## config.mk

```make
export PLATFORM = sky130hd
export DESIGN_NAME = cail_param_save
export DESIGN_NICKNAME = d
export VERILOG_FILES = /design/src/rtl/cail_pkg.sv /design/src/rtl/cail_page_buf.sv /design/src/rtl/cail_param_save.sv
export SDC_FILE = /design/constraint.sdc
export NUM_CORES = 1
export LEC_CHECK = 0
export ABC_AREA = 1
export ABC_CLOCK_PERIOD_IN_PS = 6800
export CORE_MARGIN = 4
export CORE_UTILIZATION = 62
export DETAILED_ROUTE_END_ITERATION = 10
export GPL_TIMING_DRIVEN = 0
export HOLD_SLACK_MARGIN = 0.15
export PLACE_DENSITY = 0.9
export SYNTH_ARGS = -nofsm -noshare
export SYNTH_HDL_FRONTEND = slang
export SYNTH_SLANG_ARGS = --single-unit
export TNS_END_PERCENT = 100
```

## constraint.sdc

```tcl
create_clock -name clk -period 6.8 [get_ports clk]
set_clock_uncertainty 0.1 [all_clocks]
set_input_delay 1.7 -clock clk [delete_from_list [all_inputs] [get_ports clk]]
set_output_delay 1.7 -clock clk [all_outputs]
set_load 0.03 [all_outputs]
```

## src/rtl/cail_pkg.sv

```systemverilog
// Shared types and defaults for the calibration parameter write-back path.
// State encoding is one-hot; the DONE/ERR states emit the completion pulses on the way back to IDLE.
package cail_pkg;

  typedef enum logic [6:0] {
    ST_IDLE = 7'b0000001,
    ST_LOAD = 7'b0000010,
    ST_REQ  = 7'b0000100,
    ST_SEND = 7'b0001000,
    ST_TWR  = 7'b0010000,
    ST_DONE = 7'b0100000,
    ST_ERR  = 7'b1000000
  } state_t;

  localparam logic [7:0] EEPROM_ID = 8'hA0;

  localparam int DEF_NUM_BYTES  = 192;
  localparam int DEF_PAGE_BYTES = 8;
  localparam int DEF_T_WR       = 250_000;
  localparam int DEF_RAM_LAT    = 2;
  localparam int DEF_MAX_RETRY  = 3;

  // Bytes in the page starting at the current base: a full page, or whatever is left.
  function automatic logic [9:0] page_len(input logic [9:0] remaining, input logic [9:0] page);
    return (remaining < page) ? remaining : page;
  endfunction

endpackage

```

## src/rtl/cail_page_buf.sv

```systemverilog
// Page staging buffer: one capture write port fed from the RAM pipeline, one indexed read port
// feeding the IIC write data. Contents are don't-care after reset, so no reset is applied.
module cail_page_buf #(
  parameter int DEPTH = 8,
  parameter int IDX_W = 3
) (
  input  logic             clk,
  input  logic             wr_en,
  input  logic [IDX_W-1:0] wr_idx,
  input  logic [7:0]       wr_data,
  input  logic [IDX_W-1:0] rd_idx,
  output logic [7:0]       rd_data
);

  logic [7:0] mem [DEPTH];

  always_ff @(posedge clk) begin
    if (wr_en) mem[wr_idx] <= wr_data;
  end

  assign rd_data = mem[rd_idx];

endmodule

```

## src/rtl/cail_param_save.sv

```systemverilog
// Copies the parameter RAM image into the EEPROM page by page through the iic_ctrl write port,
// retrying NACKed pages from the local buffer and waiting out the EEPROM write cycle between pages.
//
// state | meaning
// IDLE  | waiting for save_req
// LOAD  | reading one page from RAM into the page buffer
// REQ   | one-cycle write request to iic_ctrl
// SEND  | feeding bytes on ee_w_valid, waiting for ee_wr_done
// TWR   | EEPROM internal write-cycle wait
// DONE  | save_done pulse, back to IDLE
// ERR   | save_err pulse, back to IDLE
module cail_param_save
  import cail_pkg::*;
#(
  parameter int NUM_BYTES  = DEF_NUM_BYTES,
  parameter int PAGE_BYTES = DEF_PAGE_BYTES,
  parameter int T_WR       = DEF_T_WR,
  parameter int RAM_LAT    = DEF_RAM_LAT,
  parameter int MAX_RETRY  = DEF_MAX_RETRY
) (
  input  logic        clk,
  input  logic        rst,
  input  logic        save_req,
  output logic        busy,
  output logic        save_done,
  output logic        save_err,
  output logic [9:0]  ram_r_addr,
  input  logic [7:0]  ram_r_data,
  output logic        ee_w_req,
  output logic [15:0] ee_reg_addr,
  output logic [15:0] ee_w_num,
  output logic [7:0]  ee_w_data,
  input  logic        ee_w_valid,
  input  logic        ee_wr_done,
  input  logic        ee_ack
);

  localparam int          IDX_W    = (PAGE_BYTES > 1) ? $clog2(PAGE_BYTES) : 1;
  localparam int          CNT_W    = $clog2(PAGE_BYTES + 1);
  localparam logic [9:0]  TOTAL    = 10'(NUM_BYTES);
  localparam logic [9:0]  PAGE     = 10'(PAGE_BYTES);
  localparam logic [17:0] TWR_LOAD = 18'(T_WR - 1);

  state_t state, state_nxt;

  logic [9:0]       base;
  logic [9:0]       n_full;
  logic [9:0]       page_end;
  logic [CNT_W-1:0] n;
  logic [CNT_W-1:0] rd_cnt;
  logic [CNT_W-1:0] cap_cnt;
  logic [IDX_W-1:0] widx;
  logic [7:0]       retry;
  logic [17:0]      twr_cnt;
  logic [9:0]       addr_q;
  logic [RAM_LAT-1:0] vld;
  logic [IDX_W-1:0]   pidx [RAM_LAT];
  logic [7:0]       buf_rd;

  logic issue;
  logic capture;
  logic load_last;
  logic twr_end;
  logic retry_ok;

  assign n_full    = page_len(TOTAL - base, PAGE);
  assign n         = CNT_W'(n_full);
  assign page_end  = base + n_full;
  assign issue     = (state == ST_LOAD) && (rd_cnt < n);
  assign capture   = (state == ST_LOAD) && vld[RAM_LAT-1];
  assign load_last = capture && (cap_cnt == n - CNT_W'(1));
  assign twr_end   = (twr_cnt == 18'd0);
  assign retry_ok  = (retry < 8'(MAX_RETRY));

  // The address is presented combinationally in the issuing cycle so the valid pipeline is exactly RAM_LAT deep.
  assign ram_r_addr = issue ? (base + 10'(rd_cnt)) : addr_q;

  cail_page_buf #(
    .DEPTH (PAGE_BYTES),
    .IDX_W (IDX_W)
  ) u_page_buf (
    .clk     (clk),
    .wr_en   (capture),
    .wr_idx  (pidx[RAM_LAT-1]),
    .wr_data (ram_r_data),
    .rd_idx  (widx),
    .rd_data (buf_rd)
  );

  always_ff @(posedge clk) begin
    if (rst) state <= ST_IDLE;
    else     state <= state_nxt;
  end

  always_comb begin
    state_nxt = state;
    case (state)
      ST_IDLE: if (save_req) state_nxt = ST_LOAD;
      ST_LOAD: if (load_last) state_nxt = ST_REQ;
      ST_REQ:  state_nxt = ST_SEND;
      ST_SEND: begin
        if (ee_wr_done) begin
          if (ee_ack)        state_nxt = ST_TWR;
          else if (retry_ok) state_nxt = ST_REQ;
          else               state_nxt = ST_ERR;
        end
      end
      ST_TWR:  if (twr_end) state_nxt = (page_end == TOTAL) ? ST_DONE : ST_LOAD;
      ST_DONE: state_nxt = ST_IDLE;
      ST_ERR:  state_nxt = ST_IDLE;
      default: state_nxt = ST_IDLE;
    endcase
  end

  always_comb begin
    busy      = state inside {ST_LOAD, ST_REQ, ST_SEND, ST_TWR};
    save_done = (state == ST_DONE);
    save_err  = (state == ST_ERR);
    ee_w_req  = (state == ST_REQ);
    ee_w_data = (state inside {ST_REQ, ST_SEND}) ? buf_rd : 8'h00;
  end

  always_ff @(posedge clk) begin
    if (rst) begin
      base        <= '0;
      retry       <= '0;
      rd_cnt      <= '0;
      cap_cnt     <= '0;
      widx        <= '0;
      twr_cnt     <= '0;
      addr_q      <= '0;
      vld         <= '0;
      ee_reg_addr <= '0;
      ee_w_num    <= '0;
    end else begin
      vld[0]  <= issue;
      pidx[0] <= IDX_W'(rd_cnt);
      for (int i = 1; i < RAM_LAT; i++) begin
        vld[i]  <= vld[i-1];
        pidx[i] <= pidx[i-1];
      end

      if (issue) begin
        addr_q <= base + 10'(rd_cnt);
        rd_cnt <= rd_cnt + CNT_W'(1);
      end
      if (capture) cap_cnt <= cap_cnt + CNT_W'(1);
      if (state != ST_LOAD) begin
        rd_cnt  <= '0;
        cap_cnt <= '0;
      end

      if (state == ST_IDLE && save_req) begin
        base  <= '0;
        retry <= '0;
      end

      // A retry re-enters REQ with the same base, so the buffer is resent without touching RAM.
      if (state_nxt == ST_REQ) begin
        ee_reg_addr <= {6'b0, base};
        ee_w_num    <= 16'(n);
        widx        <= '0;
      end else if (state == ST_SEND && ee_w_valid && !ee_wr_done
                   && (CNT_W'(widx) < n - CNT_W'(1))) begin
        widx <= widx + IDX_W'(1);
      end

      if (state == ST_SEND && ee_wr_done && !ee_ack && retry_ok) retry <= retry + 8'd1;

      if (state == ST_SEND && ee_wr_done && ee_ack) twr_cnt <= TWR_LOAD;
      else if (state == ST_TWR && !twr_end)         twr_cnt <= twr_cnt - 18'd1;

      if (state == ST_TWR && twr_end) begin
        base  <= page_end;
        retry <= '0;
      end
    end
  end

endmodule

```

==> reports/qor.tcl, run 1 <==
set qor(status) {completed}
set qor(critical_path_cell_count) 19
set qor(power.ir.vdd_worst_mv) 0.134
set qor(post_drt_wl_per_cell_um) 15.4
set qor(startpoint_type) {flip-flop}
set qor(slew_headroom) 0.111
set qor(cts_post_setup_buffers_inserted) 0
set qor(syn_area_per_cell_sq_um) 8.69
set qor(synth-edff-count) 70
set qor(finalWeightedCongestion) 0.908
set qor(post-place-cells) 1068
set qor(timing.critical_path.required_ps) 5000
set qor(clk_pin_slew_ps) 60
set qor(drv_cap) 0
set qor(sequentialPowerShare) 0.494
set qor(grt_util_overall) 0.247
set qor(timing.critical_path.to) {ram_r_addr[0]}
set qor(maxClockFrequency_ghz) 0.170
set qor(ff2ff_path_depth) 21
set qor(ys.flop_type) {dfxtp_1}
set qor(clock_latency_reported_for_the_late_side_of_the_worst_skew_pair_ps) 420
set qor(power.combinational.fraction) 0.045
set qor(cts_buffers) 17
set qor(post_synth_main_area_contributors) {edfxtp_1 (28%), dfxtp_1 (22%), nor2_1 (7.0%)}
set qor(regToRegStartpoint) {base[1]}
set qor(grt_antenna_before_repair) 0
set qor(grt_first_pass_wirelength_um) 27800
set qor(holdBufCountCts) 0
set qor(grt_pass1_vias) 5944
set qor(synth_async_sr_flop_share) 0
set qor(floorplan.initialDensity) 0.642
set qor(post-synth-top-area-cell) {edfxtp_1}
set qor(port-buffer-count) 48
set qor(placement.cell_area_sq_um) 8190
set qor(setup.worst_path.end_class) {output port}
set qor(finish.net_count) 980
set qor(grt_overflow_total) 0
set qor(clock_power_share) 0.461
set qor(worstPathBufferInverterCount) 5
set qor(dpl.hpwl_um) 11900
set qor(p_sw_frac) 0.214
set qor(area_growth_syn_to_layout_pct) 17.7
set qor(row_count) 39
set qor(crit_chain) {inv_1, ha_1, nand2_1, nand2_1, nand2_1, nand2_2, nor2_4, nand3_4, nor2_1, inv_1, ha_1, a21boi_1, o211ai_1, nand2_2, inv_2, or2_1, o21ai_0, inv_1, clkdlybuf4s50_1}
set qor(leakage_nw) 3.69
set qor(timing.setup.critical_path_class) {reg -> out}
set qor(setup_viol) 0
set qor(switchingPower_mw) 0.420
set qor(final_ws_setup_ps) 906
set qor(hold_start) {pidx[0][0]}
set qor(netlist-cell-type-count) 54
set qor(netlist_area_before_placement_sq_um) 7450
set qor(tritoncts) {yes}
set qor(hold_path.class) {reg -> reg}
set qor(grt_max_degree) 17
set qor(critPathTopFamily) {buffers and inverters}
set qor(clock_tree.htree_level_count) 4
set qor(final_hold_violation_count) 0
set qor(synth_sequential_area_ratio) 0.505
set qor(most_used_standard_cells_in_the_synthesized_netlist) {nor2_1 (139), nand2_1 (122), inv_1 (106)}
set qor(chipHeight_um) 118
set qor(synth.most_common_cell) {nor2_1}
set qor(firstDrtPassIters) 5
set qor(via_count) 6060
set qor(floorplan.die.width_um) 118
set qor(finish.cell_count_without_fillers) 1101
set qor(critical_path_arrival_ps) 4090
set qor(slew_viol_final) 0
set qor(ff2ff_setup_slack_ps) 3440
set qor(cts_root_buf) {clkbuf_16}
set qor(drt_iter0_markers) 468
set qor(internal_power_mw) 1.54
set qor(critical_path.startpoint) {base[1]}
set qor(place_ws_ps) 1390
set qor(synth.ff_latch_count) 153
set qor(final_antenna_net_count) 0
set qor(crit_slowest_cell) {clkdlybuf4s50_1}
set qor(fill_cells) 804
set qor(fin_setup_tns_ps) 0
set qor(fp.dieArea_sq_um) 13800
set qor(clock_sink_count) 153
set qor(tightest_slew_ps) 1320
set qor(totalWireLength_um) 17000
set qor(post_synth_inst_count) 858
set qor(postLayoutCellArea_sq_um) 8780
set qor(unrepaired_setup_endpoints_after_global_routing) {no}
set qor(cts_buffer_depth) 2
set qor(crit_path_max_fanout) 10
set qor(crit_path_max_incr_delay_ps) 660
set qor(core-area_sq_um) 11600
set qor(post_cts_sizing_count) 0
set qor(num_io_pins) 68
set qor(fin_crit_ps) 5890
set qor(report.power.total_mw) 1.96
set qor(synth_warnings) 0
set qor(viasPerCell) 5.50
set qor(drt_drc_violations_left) 0
set qor(post_synth_top_area_share) 0.282
set qor(final.period_utilization) 0.867
set qor(proportion_of_layout_cells_with_a_drive_suffix_above_1) 0.124
set qor(power_density_nw_per_um2) 223
set qor(antennaDiodeCount) 0
-- state kept, by name (all words and copies together) (netlist names), named ones only --
name and count:
state 7, widx 3, base 10, ee_w_num 4, ee_reg_addr 10, u_page_buf.mem 64
retry 8, addr_q 10, cap_cnt 4, pidx 6, rd_cnt 4, vld 2
twr_cnt 18
-- cells in the final DEF (no fill, tap or decap), types with 8 or more instances in the layout --
| cell | Yosys | final |
|---|---|---|
| a21oi_1 | 38 | 38 |
| buf_4 | 19 | 19 |
| clkbuf_1 | 13 | 14 |
| clkbuf_16 | 0 | 17 |
| clkdlybuf4s50_1 | 0 | 48 |
| conb_1 | 1 | 20 |
| dfxtp_1 | 83 | 83 |
| edfxtp_1 | 70 | 70 |
| ha_1 | 20 | 20 |
| inv_1 | 106 | 106 |
| nand2_1 | 122 | 122 |
| nand2_2 | 9 | 9 |
| nand3_1 | 27 | 27 |
| nand4_1 | 10 | 10 |
| nor2_1 | 139 | 139 |
| nor3_1 | 23 | 20 |
| nor4_1 | 8 | 8 |
| o21ai_0 | 51 | 51 |
| o21ai_1 | 14 | 14 |
| o221a_2 | 14 | 14 |
| or2_2 | 9 | 9 |
| xor2_1 | 13 | 13 |
-- final cells by class --
| type | count | area [sq um] | share of cell area |
|---|---|---|---|
| plain buffers | 38 | 246 | 0.0281 |
| flip-flops and latches | 153 | 3760 | 0.429 |
| clock inverters | 13 | 128 | 0.0145 |
| inverters | 113 | 427 | 0.0486 |
| well taps | 143 | 179 | 0.0204 |
| clock buffers | 19 | 443 | 0.0505 |
| repair buffers | 49 | 485 | 0.0553 |
| multi-input cells | 573 | 3100 | 0.354 |
-- power groups by stage --
| stage | registers, mW | clock network (mW) | logic, mW |
|---|---|---|---|
| 2_1_floorplan | 0.987 | 0 | 0.0565 |
| 3_3_place_gp | 0.987 | 0 | 0.0837 |
| 3_5_place_dp | 0.988 | 0 | 0.0851 |
| 4_1_cts | 0.968 | 0.904 | 0.0863 |
| 5_1_grt | 0.968 | 0.952 | 0.0945 |
| 6_report | 0.968 | 0.905 | 0.0874 |
-- cells by family after synthesis --
kind of cell | after synthesis | share of synthesized area
AND/OR/NAND/NOR | 367 | 0.223
flip-flops | 153 | 0.505
buffers and inverters | 151 | 0.0903
AO/OA/AOI/OAI | 145 | 0.119
adder cells (fa/ha/maj) | 21 | 0.0363
XOR/XNOR | 20 | 0.0255
other | 1 | 0.000503
-- how the worst min path moves through the flow --
stage / to / slack (ps) / cells past startpoint
after global placement: vld[1] / 300 / 2
after global routing: pidx[0][3] / 330 / 0
final: pidx[0][3] / 320 / 0
after CTS: pidx[0][3] / 320 / 0
after floorplan: vld[1] / 290 / 2
after detailed placement: pidx[0][3] / 300 / 0
-- routing by layer --
metal  track usage  up-vias  wire length [um]  share of wire
met5             0        -                 0              0
met4         0.111        0               437          0.026
met3        0.0428       40               813          0.048
met2         0.455      209              8930           0.53
met1         0.279     2823              6800           0.40
li1              -     2988                 -              -
-- worst register-to-register path, cell delays in order (launching register included) --
cell,delay [ps]
dfxtp_1,460
inv_1,200
ha_1,290
nand2_1,90
nand2_1,50
nand2_1,70
nand2_2,60
nor2_4,130
nand3_4,150
nor2_8,170
inv_1,80
ha_1,350
ha_1,280
o21ai_0,70
nand2_1,60
nand3_1,60
o211ai_1,150
inv_1,110
nand2_1,60
xnor2_1,130
inv_1,50
nor2_1,100
-- through the flow --
stage / util / hold slack, ps
2_1_floorplan: - / 288
3_3_place_gp: 0.705 / 298
3_5_place_dp: 0.705 / 305
4_1_cts: 0.754 / 319
5_1_grt: 0.756 / 326
6_report: 0.756 / 320
(Power assumes the default switching activity.)
==> inputs of run 2 (changes only) <==
--- a/config.mk
+++ b/config.mk
@@ -8,11 +8,11 @@
 export ABC_AREA = 1
 export ABC_CLOCK_PERIOD_IN_PS = 6800
 export CORE_MARGIN = 4
-export CORE_UTILIZATION = 62
+export CORE_UTILIZATION = 50
 export DETAILED_ROUTE_END_ITERATION = 10
 export GPL_TIMING_DRIVEN = 0
 export HOLD_SLACK_MARGIN = 0.15
-export PLACE_DENSITY = 0.9
+export PLACE_DENSITY = 0.76
 export SYNTH_ARGS = -nofsm -noshare
 export SYNTH_HDL_FRONTEND = slang
 export SYNTH_SLANG_ARGS = --single-unit
==> run 2 against run 1 <==
  * Critical path depth is the same
  * Critical path type unchanged
  * Utilization shrank 15 points
  * Power rose by 0.22%
  * Largest power group unchanged
  * Die area grew 22%
==> reports/qor.tcl, run 2 (synthesis results as in run 1) <==
set qor(final_antenna_net_count) 0 ;# unchanged
set qor(antennaDiodeCount) 0 ;# unchanged
set qor(crit_path_max_fanout) 10 ;# unchanged
set qor(drt_drc_violations_left) 0 ;# unchanged
set qor(grt_overflow_total) 0 ;# unchanged
set qor(setup_viol) 0 ;# unchanged
set qor(area_growth_syn_to_layout_pct) 18.6
set qor(power.ir.vdd_worst_mv) 0.188 ;# +40%
set qor(status) {completed}
set qor(slew_viol_final) 0 ;# unchanged
set qor(placement.cell_area_sq_um) 8240 ;# +0.63%
set qor(regToRegStartpoint) {base[1]}
set qor(reg_top3) {u_page_buf.mem (64), twr_cnt (18)}
set qor(grt_max_degree) 17 ;# unchanged
set qor(maxClockFrequency_ghz) 0.170 ;# +0.32%
set qor(num_io_pins) 68 ;# unchanged
set qor(totalWireLength_um) 16400 ;# -3.4%
set qor(drv_cap) 0 ;# unchanged
set qor(regMostFlops) {u_page_buf.mem}
set qor(viasPerCell) 5.15 ;# -6.4%
set qor(cts_buffers) 17 ;# unchanged
set qor(grt_first_pass_wirelength_um) 26800 ;# -3.5%
set qor(floorplan.initialDensity) 0.511 ;# -0.131
set qor(drt_iter0_markers) 389 ;# -17%
set qor(grt_util_overall) 0.204 ;# -0.0427
set qor(postLayoutCellArea_sq_um) 8840 ;# +0.78%
set qor(fin_setup_tns_ps) 0 ;# unchanged
set qor(timing.critical_path.required_ps) 5000 ;# about the same
set qor(fp.dieArea_sq_um) 16900 ;# +22%
set qor(chipHeight_um) 130 ;# +11%
set qor(holdBufCountCts) 0 ;# unchanged
set qor(firstDrtPassIters) 5 ;# unchanged
set qor(clock_sink_count) 153 ;# unchanged
set qor(setup.worst_path.end_class) {output port}
set qor(tritoncts) {yes}
set qor(grt_pass1_vias) 5640 ;# -5.1%
set qor(ff2ff_path_depth) 21 ;# unchanged
set qor(clock_tree.htree_level_count) 4 ;# unchanged
set qor(unrepaired_setup_endpoints_after_global_routing) {no}
set qor(dpl.hpwl_um) 11800 ;# -0.43%
set qor(fin_crit_ps) 5880 ;# -19.0 ps
set qor(post-route-util) 0.606 ;# -0.149
set qor(finish.net_count) 981 ;# +0.10%
set qor(final_hold_violation_count) 0 ;# unchanged
set qor(tightest_slew_ps) 1360 ;# +38.1 ps
set qor(timing.setup.critical_path_class) {reg -> out}
set qor(ff2ff_setup_slack_ps) 3450 ;# about the same
set qor(mostFrequentLayoutCell) {nor2_1}
set qor(core-area_sq_um) 14600 ;# +26%
set qor(final_ws_setup_ps) 925 ;# +19.0 ps
set qor(place_ws_ps) 1360 ;# -23.1 ps
set qor(clock_latency_reported_for_the_late_side_of_the_worst_skew_pair_ps) 420 ;# about the same
set qor(slew_headroom) 0.0854 ;# -0.0256
set qor(startpoint_type) {flip-flop}
set qor(final.period_utilization) 0.864 ;# -0.00280
set qor(cts_post_setup_buffers_inserted) 0 ;# unchanged
set qor(cts_root_buf) {clkbuf_16}
set qor(port-buffer-count) 48 ;# unchanged
set qor(floorplan.die.width_um) 130 ;# +11%
set qor(holdPathEnd) {vld[1]}
set qor(grt_antenna_before_repair) 0 ;# unchanged
set qor(proportion_of_layout_cells_with_a_drive_suffix_above_1) 0.126 ;# +0.00196
set qor(power_density_nw_per_um2) 222 ;# -0.56%
set qor(via_count) 5890 ;# -2.8%
set qor(critical_path_arrival_ps) 4080 ;# about the same
set qor(cts_buffer_depth) 2 ;# unchanged
set qor(hold_path_depth) 2 ;# +2
set qor(hold_start) {vld[0]}
set qor(report.power.total_mw) 1.96 ;# +0.22%
set qor(clk_pin_slew_ps) 60 ;# about the same
set qor(leakage_nw) 3.70 ;# +0.28%
set qor(row_count) 44 ;# +13%
set qor(hold_path.class) {reg -> reg}
set qor(layout.cells.most_common_list) {nor2_1 (139), nand2_1 (122), inv_1 (106)}
set qor(finalWeightedCongestion) 0.915 ;# +0.82%
set qor(post_drt_wl_per_cell_um) 14.3 ;# -7.0%
set qor(flip_flop_count_of_the_largest_register_all_copies_and_words_added) 64 ;# unchanged
set qor(post_cts_sizing_count) 0 ;# unchanged
-- run 2: worst max path at each step --
stage / startpoint / end / slack [ps] / cells past startpoint
2_1_floorplan: state[6] / ee_w_data[1] / 2050 / 5
3_3_place_gp: base[1] / ram_r_addr[0] / 1400 / 19
3_5_place_dp: base[1] / ram_r_addr[0] / 1360 / 19
4_1_cts: base[1] / ram_r_addr[0] / 900 / 19
5_1_grt: base[1] / ram_r_addr[0] / 690 / 19
6_report: base[1] / ram_r_addr[0] / 920 / 19
-- run 2: routing by layer --
layer | share of wire | wire (um) | GRT usage | up-vias
li1 | - | - | - | 2999
met1 | 0.43 | 7070 | 0.247 | 2711
met5 | 0 | 0 | 0 | -
met4 | 0.022 | 364 | 0.0825 | 0
met2 | 0.50 | 8190 | 0.354 | 147
met3 | 0.046 | 762 | 0.0458 | 33
-- run 2: report_power, final --
part / switching [mW] / internal [mW] / leakage (nW)
clock network: 0.361 / 0.550 / 0.278
registers: 0.00236 / 0.966 / 1.31
logic: 0.0570 / 0.0291 / 2.12
-- run 2: layout make-up --
| cell class | instances | area, sq um |
|---|---|---|
| tap | 184 | 230 |
| clock inverter | 11 | 123 |
| clock buffer | 21 | 450 |
| fill | 1259 | 5740 |
| sequential | 153 | 3760 |
| buffer | 38 | 246 |
| inverter | 113 | 427 |
| timing repair buffer | 50 | 495 |
| multi-input combinational | 573 | 3110 |
-- run 2: worst max-delay path, cell delays in order (launching register included) --
cell and delay (ps):
dfxtp_1 450, inv_1 190, ha_1 270, nand2_1 90, nand2_1 50, nand2_1 70, nand2_2 60, nor2_4 130
nand3_4 150, nor2_1 110, inv_1 100, ha_1 300, a21boi_1 120, o211ai_1 200, nand2_2 180, inv_2 170
or2_1 110, o21ai_0 140, inv_1 80, clkdlybuf4s50_1 670
-- run 2: through the flow --
| stage | instances | hold slack, ps |
|---|---|---|
| after detailed placement | 1109 | 306 |
| after floorplan | 877 | 288 |
| after global routing | 1143 | 324 |
| after CTS | 1141 | 308 |
| after global placement | 1109 | 296 |
| final | 1143 | 308 |
